--- src/rtl/l524_clkgate_ctrl_pkg.sv ---
`default_nettype none
// ============================================================================
// Module  : l524_clkgate_ctrl_pkg
// Brief   : State encodings and sizing helper for the clock-gating controller.
// Revision: 1.0 - initial release
// ============================================================================
package l524_clkgate_ctrl_pkg;

  typedef logic [1:0] cg_state_t;

  localparam cg_state_t CG_ST_RUN   = 2'd0;
  localparam cg_state_t CG_ST_DRAIN = 2'd1;
  localparam cg_state_t CG_ST_GATED = 2'd2;
  localparam cg_state_t CG_ST_WAKE  = 2'd3;

  // Counter must hold the larger of the idle and wake terminal counts.
  function automatic int cg_cnt_width(input int idle_cyc, input int wake_cyc);
    int m;
    m = (idle_cyc > wake_cyc) ? idle_cyc : wake_cyc;
    return $clog2(m + 1);
  endfunction

endpackage
`default_nettype wire

--- src/rtl/l524_clkgate_ctrl_icg_cell.sv ---
`default_nettype none
// ============================================================================
// Module  : l524_icg_cell
// Brief   : Latch-plus-AND integrated clock gate; pass-through under FPGA_SOURCE.
// Revision: 1.0 - initial release
// ============================================================================
module l524_icg_cell (
  input  logic clk_i,
  input  logic test_mode,
  input  logic en,
  output logic clk_o
);

`ifdef FPGA_SOURCE
  assign clk_o = clk_i;
`else
  logic en_lat;

  // Transparent while the clock is low, so the enable only changes clk_o
  // between pulses and a high pulse is never truncated.
  always_latch begin
    if (!clk_i) en_lat = en | test_mode;
  end

  assign clk_o = en_lat & clk_i;
`endif

endmodule
`default_nettype wire

--- src/rtl/l524_clkgate_ctrl.sv ---
`default_nettype none
// ============================================================================
// Module  : l524_clkgate_ctrl
// Brief   : Multi-channel automatic clock-gating controller with wake handshake.
// Revision: 1.0 - initial release
// ============================================================================
module l524_clkgate_ctrl
  import l524_clkgate_ctrl_pkg::*;
#(
  parameter int NCH      = 4,
  parameter int IDLE_CYC = 8,
  parameter int WAKE_CYC = 2,
  parameter int RST_ON   = 1
) (
  input  logic           clk_i,
  input  logic           rst_i,
  input  logic           test_mode,
  input  logic [NCH-1:0] busy_i,
  input  logic [NCH-1:0] force_on_i,
  output logic [NCH-1:0] clk_o,
  output logic [NCH-1:0] rdy_o,
  output logic [NCH-1:0] gated_o
);

  localparam int              CW        = cg_cnt_width(IDLE_CYC, WAKE_CYC);
  localparam logic [CW-1:0]   IDLE_LAST = CW'(IDLE_CYC - 1);
  localparam logic [CW-1:0]   WAKE_LAST = CW'(WAKE_CYC - 1);
  localparam logic [CW-1:0]   CNT_ONE   = CW'(1);
  localparam cg_state_t       RST_STATE = (RST_ON != 0) ? CG_ST_RUN : CG_ST_GATED;

  genvar g;
  generate
    for (g = 0; g < NCH; g++) begin : g_ch
      cg_state_t       state;
      cg_state_t       state_nxt;
      logic [CW-1:0]   cnt;
      logic [CW-1:0]   cnt_nxt;
      logic            act;
      logic            en_ch;
      logic            rdy_ch;
      logic            gated_ch;

      assign act = busy_i[g] | force_on_i[g];

      always_ff @(posedge clk_i or posedge rst_i) begin
        if (rst_i) begin
          state <= RST_STATE;
          cnt   <= '0;
        end else begin
          state <= state_nxt;
          cnt   <= cnt_nxt;
        end
      end

      always_comb begin
        state_nxt = state;
        cnt_nxt   = cnt;
        case (state)
          CG_ST_RUN: begin
            if (!act && (IDLE_CYC != 0)) begin
              if (IDLE_CYC == 1) begin
                state_nxt = CG_ST_GATED;
                cnt_nxt   = '0;
              end else begin
                state_nxt = CG_ST_DRAIN;
                cnt_nxt   = CNT_ONE;
              end
            end
          end
          CG_ST_DRAIN: begin
            // A request arriving on the terminal count cancels gating.
            if (act) begin
              state_nxt = CG_ST_RUN;
              cnt_nxt   = '0;
            end else if (cnt == IDLE_LAST) begin
              state_nxt = CG_ST_GATED;
              cnt_nxt   = '0;
            end else begin
              cnt_nxt   = cnt + CNT_ONE;
            end
          end
          CG_ST_GATED: begin
            if (act) begin
              state_nxt = CG_ST_WAKE;
              cnt_nxt   = '0;
            end
          end
          CG_ST_WAKE: begin
            if (cnt == WAKE_LAST) begin
              state_nxt = CG_ST_RUN;
              cnt_nxt   = '0;
            end else begin
              cnt_nxt   = cnt + CNT_ONE;
            end
          end
          default: begin
            state_nxt = RST_STATE;
            cnt_nxt   = '0;
          end
        endcase
      end

      always_comb begin
        en_ch    = 1'b1;
        rdy_ch   = 1'b0;
        gated_ch = 1'b0;
        case (state)
          CG_ST_RUN,
          CG_ST_DRAIN: rdy_ch = 1'b1;
          CG_ST_GATED: begin
            en_ch    = 1'b0;
            gated_ch = 1'b1;
          end
          default:     rdy_ch = 1'b0;
        endcase
      end

      assign rdy_o[g]   = rdy_ch;
      assign gated_o[g] = gated_ch;

      l524_icg_cell u_icg (
        .clk_i     (clk_i),
        .test_mode (test_mode),
        .en        (en_ch),
        .clk_o     (clk_o[g])
      );
    end
  endgenerate

endmodule
`default_nettype wire

--- config.mk ---
export PLATFORM = sky130hd
export DESIGN_NAME = l524_clkgate_ctrl
export DESIGN_NICKNAME = d
export VERILOG_FILES = /design/src/rtl/l524_clkgate_ctrl_pkg.sv /design/src/rtl/l524_clkgate_ctrl_icg_cell.sv /design/src/rtl/l524_clkgate_ctrl.sv
export SDC_FILE = /design/constraint.sdc
export NUM_CORES = 1
export LEC_CHECK = 0
export CORE_MARGIN = 2
export CORE_UTILIZATION = 59
export DETAILED_ROUTE_END_ITERATION = 8
export GPL_ROUTABILITY_DRIVEN = 0
export GPL_TIMING_DRIVEN = 0
export PLACE_DENSITY = 0.9
export SETUP_SLACK_MARGIN = 0.05
export SYNTH_ARGS = -nofsm -noshare
export SYNTH_HDL_FRONTEND = slang
export SYNTH_SLANG_ARGS = --single-unit
--- constraint.sdc ---
create_clock -name clk_i -period 4.7 [get_ports clk_i]
set_clock_uncertainty 0.2 [all_clocks]
set_input_delay 0.47 -clock clk_i [delete_from_list [all_inputs] [get_ports clk_i]]
set_output_delay 0.47 -clock clk_i [all_outputs]
set_load 0.005 [all_outputs]
After elaboration in Yosys (flattened, before gate mapping)
Cells that the tools add are included.

cells by class
  bitwise operators = 12
  muxes and demuxes = 64
  reductions and logical operators = 16
  $add $sub $neg = 4
  eq/ne operators = 36

operators by type and width
  kind                                            count
  two-way mux 4 bit                               20
  one-hot mux 4 bit (4 select lines)              4
  two-way mux 2 bit                               20
  one-hot mux 2 bit (4 select lines)              4
  != test 2 bit (second input constant)           12
  adder 4 x 1 -> 4 bit (second input constant)    4
  == test 2 bit (second input constant)           8
  == test 4 x 1 -> 1 bit (second input constant)  4
  == test 4 x 3 -> 1 bit (second input constant)  4
  two-way mux 1 bit                               16
  AND reduction 4 bit                             4
  != test 3 bit (second input constant)           4
  == test 2 x 1 -> 1 bit (second input constant)  4
  logical NOT 2 bit                               4
  bitwise OR 1 bit                                8
  AND reduction 2 bit                             4
  OR reduction 2 bit                              4
  bitwise AND 1 bit                               4

word-level totals
  output and inout port bits = 12
  word-level logic and storage cells = 144
  bits in latches = 4
  register bits after elaboration = 24

Depth between registers and ports, before layout
Gate-level depths: netlist of run 1.

  depth after elaboration = 4
  gate-level depth with buffers = 6

By module
A second synthesis of run 1 with hierarchy kept.

second synthesis, totals
  cells, all modules = 191
  area, all modules = 1,711.6 um^2

by module, submodules not included
  module             cells each  area an instance (um^2)  seq. area each (um^2)  times used
  l524_clkgate_ctrl  179         1,601.5                  600.6                  1
  l524_icg_cell      3           27.5                     0.0                    4

==> results of run 1 <==
how the worst max path moves through the flow:
| stage | start | endpoint | slack (ns) | cells past startpoint |
|---|---|---|---|---|
| 2_1_floorplan | g_ch[0].u_icg.en_lat | clk_o[0] | 1.11 | 2 |
| 6_report | g_ch[0].u_icg.en_lat | clk_o[0] | 0.12 | 3 |
| 5_1_grt | g_ch[0].u_icg.en_lat | clk_o[0] | 0.06 | 3 |
| 3_5_place_dp | g_ch[0].u_icg.en_lat | clk_o[0] | 0.62 | 3 |
| 3_3_place_gp | g_ch[3].u_icg.en_lat | clk_o[3] | 0.64 | 3 |
| 4_1_cts | g_ch[3].u_icg.en_lat | clk_o[3] | 0.12 | 3 |
cell type report:
| cell class | instances | share of cell area (%) |
|---|---|---|
| Multi-Input combinational cell | 149 | 45.8 |
| Timing Repair Buffer | 18 | 8.27 |
| Buffer | 19 | 5.69 |
| Tap cell | 33 | 1.90 |
| Clock buffer | 12 | 5.11 |
| Sequential cell | 28 | 30.3 |
| Inverter | 17 | 2.93 |
cell families (layout without fill, tap and decap cells):
kind of cell	count (synthesis)	in the layout	synth area share, %
xor gates and xnor gates	5	5	2.37
latches	4	4	3.25
and+or+nand+nor	75	75	22.6
AOI/OAI and AO/OA	61	61	23.7
buffers and inverters	36	66	10.2
adders and majority gates	8	8	5.42
DFF	24	24	32.5
metrics by stage:
stage / utilization, % / total power [mW] / std cells / instance area [µm²] / worst slack [ns]
3_3_place_gp: 70.2 / 0.525 / 268 / 2110 / 0.642
4_1_cts: 72.4 / 0.717 / 276 / 2170 / 0.116
5_1_grt: 72.5 / 0.761 / 276 / 2180 / 0.0619
3_5_place_dp: 70.2 / 0.532 / 268 / 2110 / 0.622
6_report: 72.5 / 0.708 / 276 / 2180 / 0.120
2_1_floorplan: - / 0.434 / 213 / 1850 / 1.11
power breakdown:
part / internal [mW] / switching (mW)
clock network: 0.195 / 0.127
registers: 0.247 / 0.0239
logic: 0.0537 / 0.0613
total: 0.495 / 0.213
routing by layer:
metal / part of all wire, % / wire length, µm / vias to the layer above
met1: 46 / 1710 / 770
met3: 5.1 / 191 / 12
met2: 47 / 1730 / 49
li1: - / - / 816
met4: 2.2 / 82 / 0
met5: 0 / 0 / -
cells in the final DEF (no fill, tap or decap), drive strengths merged, types with 5 or more instances in the layout:
master and count:
clkbuf 11, nor2 16, dfrtp 24, nand2 14
a21oi 12, a31oi 7, o21ai 13, or3 5
nand2b 5, nand3 7, ha 8, clkdlybuf4s50 20
nor2b 5, inv 17, buf 16
critical path, stage by stage (launching register included):
cell             delay, ns
dlxtn_1               0.42
and2_1                0.11
buf_4                 0.10
clkdlybuf4s50_1       0.50
==> run metrics, run 1 <==
Overflow after GRT=0; initial antenna violation count=0; # diodes=0; Row Count=20; crit path launch type=latch; post-synthesis cell count=between 200 and 250; final WL=about 3700 µm; die area=about 3600 µm²; Initial Util=between 60% and 70%; min-delay worst type=in2async; Synth cell types=48; gr busiest metal=met2; Setup violations, final=0; Worst-path clk slew=approximately 0.15 ns; Multi-input gate area=997 µm²; CTS Hold Bufs=0; Setup Buffers After CTS=0; Main synth FF type=dfrtp_1; Layout area overhead=18.0%; max_slew headroom=38.9%; Synth Register Bits=28; dpl hpwl=2650 µm; first-pass GRT wire length=6370 µm; Crit Path Class=latch2out; Slew @ Worst Pin=0.915 ns; top-count cell post-synth=dfrtp_1; # IOs=23; synthesized cell area=1850 µm²; Max Slew Vio Count=0; layout cells sized above 1=13.6%; Setup TNS=0 ns; post-synth top area cell=dfrtp_1; overall routing resource usage=23.9%; status=completed; power density over cell area=325 nW/µm²; maximum vdd drop=around 0.16 mV; met2 usage=between 30% and 40%; CP Data Arrival Time=3.91 ns; hold slack=0.321 ns; P_leak=0.959 nW; DR DRC count=0; RSZ-0062 raised after global routing=no; top cells by area, synth=dfrtp_1 33%, ha_1 5.4%, buf_4 5.3%; CP Capture Type=primary output; later-pin clock latency in the skew report=0.43 ns; # resized after CTS=0; largest net degree at the start of global routing=25; CTS tree=built; synth cell count leaders=24 x dfrtp_1, 15 x nor2_1, 14 x inv_1, 14 x nand2_1, 13 x buf_4; Layout fillers=250; IO Port Bufs=22; syn_nets=~230; Detailed Routing Iterations Pass 1=4; via count of the routed design=1647; Final Hold Viols=0; r2r endpoint=g_ch[1].u_icg.en_lat; DR WL/cell=between 10 and 15 µm; met1 Use GR=29.5%; met3 usage=8.44%; top-area cell type share of the netlist area=32.5%; async set-reset flop share out of synthesis=about 86%; CP max FO=1; Net count, final=263; register area=about 660 µm²; Syn. warnings=0; R2R Setup Slk=between 0.9 and 1 ns; Worst R2R Path Depth=3; max-cap violations=0; critical path data required time=4.03 ns; Die X=roughly 60 µm; EDFF count, synth=0; die height=59.9 µm; core footprint=about 3000 µm²; Final ANT Viol Nets=0; 1st-iter DRT viols=a little under 90; vias in the first global route=roughly 1600; DR vias/cell=5.97; Syn Area/Cell=8.66 µm²
(Power assumes the default switching activity.)
==> run 2: changes to the inputs <==
--- a/config.mk
+++ b/config.mk
@@ -6,8 +6,9 @@
 export NUM_CORES = 1
 export LEC_CHECK = 0
 export CORE_MARGIN = 2
-export CORE_UTILIZATION = 59
+export CORE_UTILIZATION = 68
 export DETAILED_ROUTE_END_ITERATION = 8
+export DONT_BUFFER_PORTS = 1
 export GPL_ROUTABILITY_DRIVEN = 0
 export GPL_TIMING_DRIVEN = 0
 export PLACE_DENSITY = 0.9
==> run 2 against run 1 <==
Compared with the run above:
- combinational power down 4%
- count of clock-buffer cells in the layout down 5
- clock power down 23%
- sequential share of layout area up 3.1 points
- register-to-register slack better by 0.02 ns
- total power down 11%
- critical endpoint is now clk_o[3]
- highest routed layer unchanged
==> run metrics, run 2 (synthesis results as in run 1) <==
# IOs=23; Final ANT Viol Nets=0; Overflow after GRT=0; max_slew headroom=38.3%; CP max FO=1; # diodes=0; first-pass GRT wire length=7140 µm; most frequent cells in the layout=24 x dfrtp_1, 15 x nor2_1, 14 x nand2_1, 14 x inv_1, 13 x buf_4; Row Count=18; DR WL/cell=about 17 µm; initial antenna violation count=0; Worst-path clk slew=0.14 ns; CP cell instances=and2_1 > buf_4; Worst R2R Path Depth=3; Max Slew Vio Count=0; register area=661 µm²; Multi-input gate area=997 µm²; # resized after CTS=0; vias in the first global route=approximately 1700; origin of the worst setup path=g_ch[3].u_icg.en_lat; Setup Buffers After CTS=0; Setup violations, final=0; met2 routed WL=roughly 2100 µm; critical path data required time=between 4 and 5 ns; Slew @ Worst Pin=0.925 ns; CP max stage delay=0.41 ns; core footprint=2520 µm²; critical path depth=2; CP Capture Type=primary output; later-pin clock latency in the skew report=0.46 ns; post-layout util=between 70 and 80%; total chip power=0.629 mW; Initial Util=73.2%; Buf+Inv Stages, Crit Path=1; DP Area=~1900 µm²; most common cell after layout, fill and taps aside=dfrtp_1; die height=around 56 µm; via count of the routed design=~1700; Crit Path Class=latch2out; 1st-iter DRT viols=85; DRT met1 WL=1720 µm; Crit-path slowest cell=dlxtn_1; P_leak=between 0.8 and 0.9 nW; CTS tree=built; critical path's top delay family=latches; met3 routed WL=230 µm; power density over cell area=318 nW/µm²; r2r endpoint=g_ch[1].u_icg.en_lat; die area=3150 µm²; overall routing resource usage=29.8%; DR DRC count=0; final instance area=1980 µm²; CP Data Arrival Time=about 3.5 ns; maximum vdd drop=between 0.2 and 0.25 mV; layout cells sized above 1=14.3%; crit path launch type=latch; Layout fillers=177; Setup TNS=0 ns; CTS Hold Bufs=1; dpl hpwl=2910 µm; Final Hold Viols=0; max-cap violations=0; Net count, final=between 200 and 250; IO Port Bufs=0; crit path capture=clk_o[3]; Die X=between 50 and 60 µm; WHS Path Cells=1; min-delay worst type=in2latch; status=completed; final WL=4220 µm; Detailed Routing Iterations Pass 1=4; DR vias/cell=6.56; R2R Setup Slk=0.99 ns; largest net degree at the start of global routing=25; Layout area overhead=7.05%; top sig layer=met4; RSZ-0062 raised after global routing=no
[run 2: changes by cell type in the layout (fill, tap and decap cells not counted), sizes merged]
cell           delta
clkdlybuf4s50    -20
dlygate4sd3       +4
dlymetal6s2s      -2
clkbuf            -1
[run 2: layer usage]
layer | vias to the layer above | global-route usage, %
met5 | - | 0
met4 | 0 | 23.5
met3 | 18 | 9.07
met2 | 73 | 47.7
met1 | 800 | 32.4
li1 | 775 | -
[run 2: power by group]
part           switching [mW]  internal, mW
Combinational          0.0608        0.0489
Clock                   0.122         0.126
Sequential             0.0250         0.247
[run 2: worst min path at each step]
| stage | end | start | slack [ns] |
|---|---|---|---|
| final | g_ch[3].u_icg.en_lat | test_mode | 0.01 |
| after detailed placement | g_ch[0].cnt[3] | g_ch[0].cnt[3] | 0.36 |
| after CTS | g_ch[2].u_icg.en_lat | test_mode | 0.008 |
| after floorplan | asynchronous set/reset pin | rst_i | 0.28 |
| after global placement | g_ch[2].cnt[3] | g_ch[2].cnt[3] | 0.31 |
| after global routing | g_ch[3].u_icg.en_lat | test_mode | 0.004 |
[run 2: metrics by stage]
| stage | worst slack, ns | std cells | hold slack, ns |
|---|---|---|---|
| after floorplan | 1.11 | 213 | 0.285 |
| after global placement | 1.08 | 243 | 0.314 |
| after detailed placement | 1.07 | 243 | 0.357 |
| after CTS | 0.578 | 251 | 0.00778 |
| after global routing | 0.526 | 254 | 0.00434 |
| final | 0.575 | 254 | 0.0110 |
[run 2: area by class of cell]
cell class                 instances  share of cell area, %
multi-input combinational        149                   50.5
sequential                        28                   33.4
buffer                            19                   6.27
inverter                          17                   3.23
clock buffer                       7                   2.66
timing repair buffer               4                   2.03
tap                               30                   1.90
==> patch (flow settings as in run 1) <==
`NCH`: 4 -> 6.
--- a/src/rtl/l524_clkgate_ctrl.sv
+++ b/src/rtl/l524_clkgate_ctrl.sv
@@ -7,7 +7,7 @@
 module l524_clkgate_ctrl
   import l524_clkgate_ctrl_pkg::*;
 #(
-  parameter int NCH      = 4,
+  parameter int NCH      = 6,
   parameter int IDLE_CYC = 8,
   parameter int WAKE_CYC = 2,
   parameter int RST_ON   = 1
Ports: changed (5 resized); port bits go from 23 to 33. No check against the original RTL was run, so the function may have changed too.
==> patch against run 1 <==
Worst setup slack improved by 0.025 ns. Wire length rose by 49%. Design area rose by 43%. Sequential cell count rose by 14. Sequential share of layout area rose by 1.4 points. Total power rose by 56%. Area after synthesis rose by 41%. Count of clock-buffer cells in the layout rose by 4.
==> patch: results (changes against run 1) <==
| Metric | Value |
|---|---|
| Outcome | finished clean (unchanged) |
| Slew headroom | 49.1% (was 38.9%) |
| Share of layout cells above drive strength 1 | 10.3% (was 13.6%) |
| Syn Nets | 322 (was 232) |
| # port buffers | 32 (was 22) |
| Vias | 2,302 (was 1,647) |
| Post-synth cell types | 52 (was 48) |
| Antenna violations before repair | 0 (unchanged) |
| Worst-path clk slew | 0.08 ns (was 0.15 ns) |
| Largest net degree at the start of global routing | 37 (was 25) |
| Comb power frac | 12.8% (was 16.2%) |
| Post-CTS sizing | 0 (unchanged) |
| Setup WS pre-CTS | 0.625 ns (was 0.622 ns) |
| Comb group | 0.142 mW (was 0.115 mW) |
| WL final | 5.55 mm (was 3.71 mm) |
| Critical path arrival | 3.89 ns (was 3.91 ns) |
| ANT cells | 0 (unchanged) |
| First-pass GRT wire length | 9.77 mm (was 6.37 mm) |
| Sequential share of power | 36.4% (was 38.2%) |
| Synth area leaders | dfrtp_1 35%, ha_1 5.8%, buf_4 5.2%, dlxtn_1 3.5%, a21oi_1 3.1% (was dfrtp_1 33%, ha_1 5.4%, buf_4 5.3%, dlxtn_1 3.3%, a21oi_1 3.3%) |
| Mapped Cells | 295 (was 213) |
| Dpl hpwl | 3.95 mm (was 2.65 mm) |
| Synth Flop Type | dfrtp_1 (unchanged) |
| Peak supply drop | 0.000201 V (was 0.000161 V) |
| Async set-reset flop share out of synthesis | 85.7% (unchanged) |
| LEAKAGE | 1.33 nW (was 0.959 nW) |
| Vias per Instance | 5.89 (was 5.97) |
| Pre-antenna DRT Iters | 4 (unchanged) |
| Post-placement cell count | 379 (was 268) |
| Hold Crit Class | in2async (unchanged) |
| Top fanout value on the critical path | 1 (unchanged) |
| Skew-Pair Late Insertion Delay | 0.40 ns (was 0.43 ns) |
| Initial DRC Count | 120 (was 88) |
| Synth top cells by count | 36 x dfrtp_1, 21 x nor2_1, 20 x nand2_1 (was 24 x dfrtp_1, 15 x nor2_1, 14 x inv_1, 14 x nand2_1, 13 x buf_4) |
| Setup repair bufs after CTS | 0 (unchanged) |
| Nets@finish | 365 (was 263) |
| Global-route usage over all layers | 25.0% (was 23.9%) |
| Int Pwr | 0.784 mW (was 0.495 mW) |
| Area after DPL | 2980 um2 (was 2110 um2) |
| Worst reg-to-reg path cell count | 2 (was 3) |
| Yosys warning total | 0 (unchanged) |
-- patch: changes by cell type after synthesis, moves of 5 or more --
cell	run 1	this run
nor3b_1	1	6
buf_4	13	18
nand3b_1	0	5
and2_1	4	10
nand2_1	14	20
dfrtp_1	24	36
nor2_1	15	21
o21ai_0	8	16
-- patch: worst max-delay path, cell delays in order (launching register included) --
cell and delay, ns:
dlxtn_1 0.39, and2_1 0.12, buf_4 0.09, clkdlybuf4s50_1 0.51
-- patch: final cells by class --
cell class,instances,area [um2]
well taps,52,65.1
repair buffers,26,260
clock inverters,2,13.8
inverters,18,67.6
flip-flops and latches,42,991
fillers,306,1170
clock buffers,16,188
multi-input cells,211,1380
plain buffers,24,158
-- patch: routing by layer --
| layer | share of wire, % | vias up | GRT usage (%) |
|---|---|---|---|
| met3 | 5.9 | 20 | 9.09 |
| met2 | 50 | 74 | 39.3 |
| li1 | - | 1119 | - |
| met4 | 2.9 | 0 | 17.5 |
| met5 | 0 | - | 0 |
| met1 | 41 | 1089 | 27.9 |
-- patch: cell families (layout without fill, tap and decap cells) --
group           Yosys count  count (layout)  share of synthesized area [%]
simple gates            113             113                           23.9
mux                       1               1                          0.386
buf+inv                  42              86                           8.68
flops                    36              36                           34.7
latches                   6               6                           3.47
compound gates           76              76                           19.9
xor+xnor                  7               7                           2.36
fa+ha+maj                14              14                           6.56
-- patch: final timing paths --
check	start	to	slack (ns)
setup reg to reg	g_ch[3].state[0]	g_ch[3].u_icg.en_lat	1.14
hold reg to reg	register	register	0.34
hold / removal	rst_i	async pin	0.32
min in group clk_i	register	register	0.34
max in group asynchronous	rst_i	g_ch[3].cnt[3]	3.50
setup / recovery	g_ch[3].u_icg.en_lat	clk_o[3]	0.14
